`config.mk`:
```
export PLATFORM = sky130hd
export DESIGN_NAME = nibble_serial_adder
export DESIGN_NICKNAME = d
export VERILOG_FILES = /design/src/rtl/nibble_serial_adder.sv
export SDC_FILE = /design/constraint.sdc
export NUM_CORES = 1
export LEC_CHECK = 0
export ABC_AREA = 1
export ABC_CLOCK_PERIOD_IN_PS = 2700
export CELL_PAD_IN_SITES_DETAIL_PLACEMENT = 1
export CELL_PAD_IN_SITES_GLOBAL_PLACEMENT = 1
export CORE_MARGIN = 1
export CORE_UTILIZATION = 30
export DETAILED_ROUTE_END_ITERATION = 8
export PLACE_DENSITY = 0.65
export SLEW_MARGIN = 40
export SYNTH_ARGS = -nofsm -noshare
export SYNTH_HDL_FRONTEND = slang
export SYNTH_SLANG_ARGS = --single-unit
```
`constraint.sdc`:
```
create_clock -name clk -period 2.7 [get_ports clk]
set_input_delay 0.27 -clock clk [delete_from_list [all_inputs] [get_ports clk]]
set_output_delay 0.27 -clock clk [all_outputs]
set_load 0.01 [all_outputs]
```
`src/rtl/nibble_serial_adder.sv`:
```
// nibble_serial_adder: multi-cycle WIDTH-bit adder that reuses one 4-bit
// carry-lookahead adder over the operands, one nibble per clock, LSB first.
// Operands enter through a valid/ready handshake and the result leaves
// through a second valid/ready handshake.
//
// Handshake semantics (both ports): a transfer happens on a rising clk edge
// where valid && ready are both high. in_ready is high only in IDLE and
// out_valid only in DONE; both are pure decodes of the state register, so
// neither depends combinationally on in_valid or out_ready. Once out_valid
// is high the result (sum, c_out, ovf) stays stable until the transfer.

// 4-bit carry-lookahead adder: all carries are formed directly from the
// generate/propagate terms and c_in, without rippling through the sum bits.
module cla_adder_4bit (
    input  logic [3:0] a,
    input  logic [3:0] b,
    input  logic       c_in,
    output logic [3:0] s,
    output logic       c_out
);

    logic [3:0] g;
    logic [3:0] p;
    logic [4:0] c;

    // Generate/propagate terms and flattened lookahead carries.
    always_comb begin
        g    = a & b;
        p    = a ^ b;
        c[0] = c_in;
        c[1] = g[0] | (p[0] & c_in);
        c[2] = g[1] | (p[1] & g[0]) | (p[1] & p[0] & c_in);
        c[3] = g[2] | (p[2] & g[1]) | (p[2] & p[1] & g[0])
             | (p[2] & p[1] & p[0] & c_in);
        c[4] = g[3] | (p[3] & g[2]) | (p[3] & p[2] & g[1])
             | (p[3] & p[2] & p[1] & g[0])
             | (p[3] & p[2] & p[1] & p[0] & c_in);
        s     = p ^ c[3:0];
        c_out = c[4];
    end

endmodule

module nibble_serial_adder #(
    parameter int WIDTH = 16
) (
    input  logic             clk,
    input  logic             rst_n,
    input  logic             in_valid,
    output logic             in_ready,
    input  logic [WIDTH-1:0] a,
    input  logic [WIDTH-1:0] b,
    input  logic             c_in,
    output logic             out_valid,
    input  logic             out_ready,
    output logic [WIDTH-1:0] sum,
    output logic             c_out,
    output logic             ovf
);

    // Number of nibble steps, and the width of the nibble index (min 1 bit).
    localparam int N     = WIDTH / 4;
    localparam int IDX_W = (N > 1) ? $clog2(N) : 1;

    typedef enum logic [1:0] {
        ST_IDLE = 2'd0,
        ST_RUN  = 2'd1,
        ST_DONE = 2'd2
    } state_e;

    state_e             state_q,   state_d;
    logic [WIDTH-1:0]   a_q,       a_d;
    logic [WIDTH-1:0]   b_q,       b_d;
    logic               carry_q,   carry_d;
    logic [IDX_W-1:0]   idx_q,     idx_d;
    logic [WIDTH-1:0]   sum_q,     sum_d;
    logic               c_out_q,   c_out_d;
    logic               ovf_q,     ovf_d;

    logic [3:0]         nib_a;
    logic [3:0]         nib_b;
    logic [3:0]         add_s;
    logic               add_c;
    logic               last_step;
    logic               msb_carry_in;

    // Select the current operand nibbles; the loop keeps every part-select
    // constant so the mux is a plain decode of idx_q.
    always_comb begin
        nib_a = '0;
        nib_b = '0;
        for (int i = 0; i < N; i++) begin
            if (idx_q == IDX_W'(i)) begin
                nib_a = a_q[4*i +: 4];
                nib_b = b_q[4*i +: 4];
            end
        end
    end

    cla_adder_4bit u_cla (
        .a     (nib_a),
        .b     (nib_b),
        .c_in  (carry_q),
        .s     (add_s),
        .c_out (add_c)
    );

    // Step-control decodes: final nibble, and the carry into bit WIDTH-1
    // recovered from the MSB sum bit (only meaningful on the final step,
    // when the top nibble is the one in the adder).
    always_comb begin
        last_step    = (idx_q == IDX_W'(N - 1));
        msb_carry_in = a_q[WIDTH-1] ^ b_q[WIDTH-1] ^ add_s[3];
    end

    // Next-state and datapath update; every register holds by default.
    always_comb begin
        state_d = state_q;
        a_d     = a_q;
        b_d     = b_q;
        carry_d = carry_q;
        idx_d   = idx_q;
        sum_d   = sum_q;
        c_out_d = c_out_q;
        ovf_d   = ovf_q;

        case (state_q)
            ST_IDLE: begin
                if (in_valid) begin
                    a_d     = a;
                    b_d     = b;
                    carry_d = c_in;
                    idx_d   = '0;
                    state_d = ST_RUN;
                end
            end

            ST_RUN: begin
                for (int i = 0; i < N; i++) begin
                    if (idx_q == IDX_W'(i)) begin
                        sum_d[4*i +: 4] = add_s;
                    end
                end
                carry_d = add_c;
                if (last_step) begin
                    c_out_d = add_c;
                    ovf_d   = msb_carry_in ^ add_c;
                    state_d = ST_DONE;
                end else begin
                    idx_d = idx_q + IDX_W'(1);
                end
            end

            ST_DONE: begin
                if (out_ready) begin
                    state_d = ST_IDLE;
                end
            end

            default: begin
                state_d = ST_IDLE;
            end
        endcase
    end

    // State and datapath registers; reset discards any in-flight operation.
    always_ff @(posedge clk or negedge rst_n) begin
        if (!rst_n) begin
            state_q <= ST_IDLE;
            a_q     <= '0;
            b_q     <= '0;
            carry_q <= 1'b0;
            idx_q   <= '0;
            sum_q   <= '0;
            c_out_q <= 1'b0;
            ovf_q   <= 1'b0;
        end else begin
            state_q <= state_d;
            a_q     <= a_d;
            b_q     <= b_d;
            carry_q <= carry_d;
            idx_q   <= idx_d;
            sum_q   <= sum_d;
            c_out_q <= c_out_d;
            ovf_q   <= ovf_d;
        end
    end

    // Handshake flags decode the state register; results come straight
    // from their registers.
    always_comb begin
        in_ready  = (state_q == ST_IDLE);
        out_valid = (state_q == ST_DONE);
        sum       = sum_q;
        c_out     = c_out_q;
        ovf       = ovf_q;
    end

endmodule

```
==> impl_metrics.csv <==
group,metric,value,unit
detailed_routing,drtIter0Drc,59,
finish,diodes,0,
clock_network,h-tree-depth,2,
timing,setup_viol,0,
clock_network,clk_latency,310,ps
timing,maxSlewHeadroom,54.3,%
detailed_routing,wl,5760,µm
detailed_routing,met2WireLength,2690,µm
timing,fmax,0.391,GHz
synthesis,synth_top_area_cell,"dfrtp_1",
clock_network,cts.path.max_buffers,2,
die,num_rows,33,
finish,stdcell_count,415,
finish,fin_nets,356,
detailed_routing,routed.top_layer,"met4",
timing,fin_skew,4.37,ps
timing,final-max-slew-violation-count,0,
status,status,"completed",
hold_path,hold_class,"in2async",
detailed_routing,ant_nets,0,
detailed_routing,drc,0,
timing,hold_viol_final,0,
setup_path,path_class,"reg2reg",
clock_network,cts_hold_buf,0,
setup_path,cp.required,2910,ps
detailed_routing,drt-met1-wl,2780,µm
global_route,grt_pass1_vias,2019,
power_and_ir_drop,power_per_cell_area,1460,mW/mm²
synthesis,post_synth_inst_count,240,
global_route,antenna_found_initial,0,
synthesis,ys_seq_area_share,53.0,%
finish,finish.utilization,42.0,%
setup_path,timing.rr.end,"ovf$_DFFE_PN0P_",
detailed_routing,via_per_inst,4.68,
die,io_pins,57,
die,initial_core_util,31.3,%
finish,areaGrowthSynthToFinish,34.2,%
placement,gp_congestion,0.845,
timing,tightest_slew,686,ps
global_route,grt_pass1_wl,9830,µm
placement,post-dp-hpwl,4360,µm
global_route,grt-ovfl-total,0,
detailed_routing,wl_per_cell,13.9,µm
setup_path,cp_top_family,"simple AND/OR/NAND/NOR gates",
power_and_ir_drop,p_leak,1.54,nW
timing,period_share,94.8,%
synthesis,synth.avg_cell_area,10.8,µm²
setup_path,reg2regPathDepth,18,
synthesis,synthTopCellsByArea,"dfrtp_1 (53%), mux2_2 (14%), nand2_1 (6.1%)",
setup_path,start_kind,"register",
detailed_routing,dr_total_vias,1944,
clock_network,path_clk_slew,90,ps
clock_network,cts_tree,"done",
setup_path,crit_chain,"inv_2 -> ha_1 -> inv_2 -> nor2_4 -> a22oi_2 -> nand2_1 -> o21ai_0 -> a21oi_1 -> ha_1 -> or2_0 -> nand2_1 -> nand2_2 -> nand2_1 -> nand3_1 -> nand3_1 -> nand2_1 -> nand2_1 -> nand2_1",
clock_network,numCtsBuffers,5,
setup_path,slowest_delay,420,ps
synthesis,syn_nets,286,
timing,rsz0062_at_grt,"yes",
power_and_ir_drop,irDropWorstVdd,0.000491,V
finish,fill_cells,931,
die,die_w,95.0,µm
setup_path,crit_path_max_fanout,8,
setup_path,r2r-start,"idx_q[0]$_DFFE_PN0P_",
placement,placed_cells,401,
die,dieArea,0.00903,mm²
finish,layout_common_cells,"dfrtp_1 (55), clkdlybuf4s50_1 (55), nand2_1 (39)",
global_route,grt_usage,14.2,%
setup_path,worst_path_max_delay_cell,"dfrtp_1",
detailed_routing,dr.pass1.iters,4,
die,die_height,95.0,µm
setup_path,r2r_slack,140,ps
synthesis,synth_top_area_share,53.0,%
timing,period_minus_slack,2560,ps
setup_path,critPathBufInv,2,
synthesis,ys_types,28,
die,core,0.00830,mm²
placement,preCtsSetupSlack,-48.8,ps
clock_network,cts-root-buf,"clkbuf_8",
flow_run,cap_violations,0,
synthesis,netlist_area,0.00260,mm²
finish,drive_gt1_share,25.2,%
setup_path,cp_common_cell,"nand2_1",
setup_path,worst_setup_path_end_kind,"register",
clock_network,cts_num_sinks,55,
timing,setup_slack,141,ps
placement,portBuffers,56,
detailed_routing,wl_met3,238,µm
synthesis,ys_ff_latch,55,
setup_path,arrival,2770,ps
global_route,grt_max_degree,56,
synthesis,yosysWarnings,0,
-- where the power goes --
part	switching [W]	internal (W)	leakage, nW
sequential	0.000272	0.00124	0.665
clock	0.000256	0.000272	0.0513
combinational	0.00159	0.00147	0.824
total	0.00212	0.00298	1.54
-- per-stage QoR --
stage	hold WS (ps)	total power (W)	setup TNS, ps	instance area (µm²)
final	83.3	0.00510	0	3480
after global routing	123	0.00564	-393	3480
after CTS	106	0.00497	0	3400
after detailed placement	449	0.00442	-161	3290
after global placement	452	0.00433	0	3290
after floorplan	-25.6	0.00333	0	2600
-- Yosys cell counts, drive strengths merged --
master   n
clkbuf   2
o21ai   24
a22oi    8
or2      1
o31ai    1
inv     15
xnor2    1
nor2    14
nand3b   1
ha       8
buf      5
mux2    33
nand2   43
nand4    1
xor2     2
fa       1
o21a     2
dfrtp   55
nand3   12
a21oi   11
-- metal layers --
metal	track usage [%]	vias up
met4	3.41	0
met5	0	-
met1	19.2	933
met2	23.6	51
li1	-	954
met3	2.63	6
-- worst reg2reg max path, delay by kind of cell, from the launching register on --
family                   cells  cell delay [ps]
flip-flops                   1              420
AO/OA/AOI/OAI                3              340
buffers and inverters        2              150
adder cells (fa/ha/maj)      2              440
AND/OR/NAND/NOR             11             1090
-- repair_timing --
item	4_1_cts	5_1_grt
gates resized for setup	1	14
buffers inserted	0	7
gates cloned	0	0
pin swaps	0	6
setup endpoints to repair	6	13
-- flip-flops by register name, summed over array words and instances, names as in the netlist --
name / count
ovf: 1
b_q: 16
c_out: 1
sum: 16
idx_q: 2
carry_q: 1
state_q: 2
a_q: 16
-- how the worst max path moves through the flow --
stage / start / to / slack [ps] / depth (start not counted)
after floorplan: idx_q[1]$_DFFE_PN0P_ / ovf$_DFFE_PN0P_ / 270 / 17
after global placement: idx_q[0]$_DFFE_PN0P_ / ovf$_DFFE_PN0P_ / 90 / 17
after detailed placement: idx_q[0]$_DFFE_PN0P_ / ovf$_DFFE_PN0P_ / -50 / 17
after CTS: idx_q[1]$_DFFE_PN0P_ / ovf$_DFFE_PN0P_ / 10 / 16
after global routing: idx_q[1]$_DFFE_PN0P_ / ovf$_DFFE_PN0P_ / -130 / 17
final: idx_q[0]$_DFFE_PN0P_ / ovf$_DFFE_PN0P_ / 140 / 18
-- cell type report --
cell class	count	area (µm²)	share of cell area [%]
clock buffers	6	72.6	2.08
clock inverters	1	30.0	0.862
flip-flops and latches	55	1380	39.5
repair buffers	70	658	18.9
inverters	15	60.1	1.72
well taps	105	131	3.77
multi-input cells	163	1160	33.2
-- cells by family (layout without fill, tap and decap cells) --
| group | after synthesis | count (layout) | share of synthesized area (%) |
|---|---|---|---|
| flops | 55 | 55 | 53.0 |
| xor+xnor | 3 | 3 | 1.01 |
| fa+ha+maj | 9 | 9 | 4.63 |
| compound gates | 46 | 46 | 10.5 |
| mux | 33 | 33 | 14.3 |
| simple gates | 72 | 72 | 12.6 |
| buf+inv | 22 | 92 | 3.95 |
No activity file was read; power rests on OpenSTA's default activity.
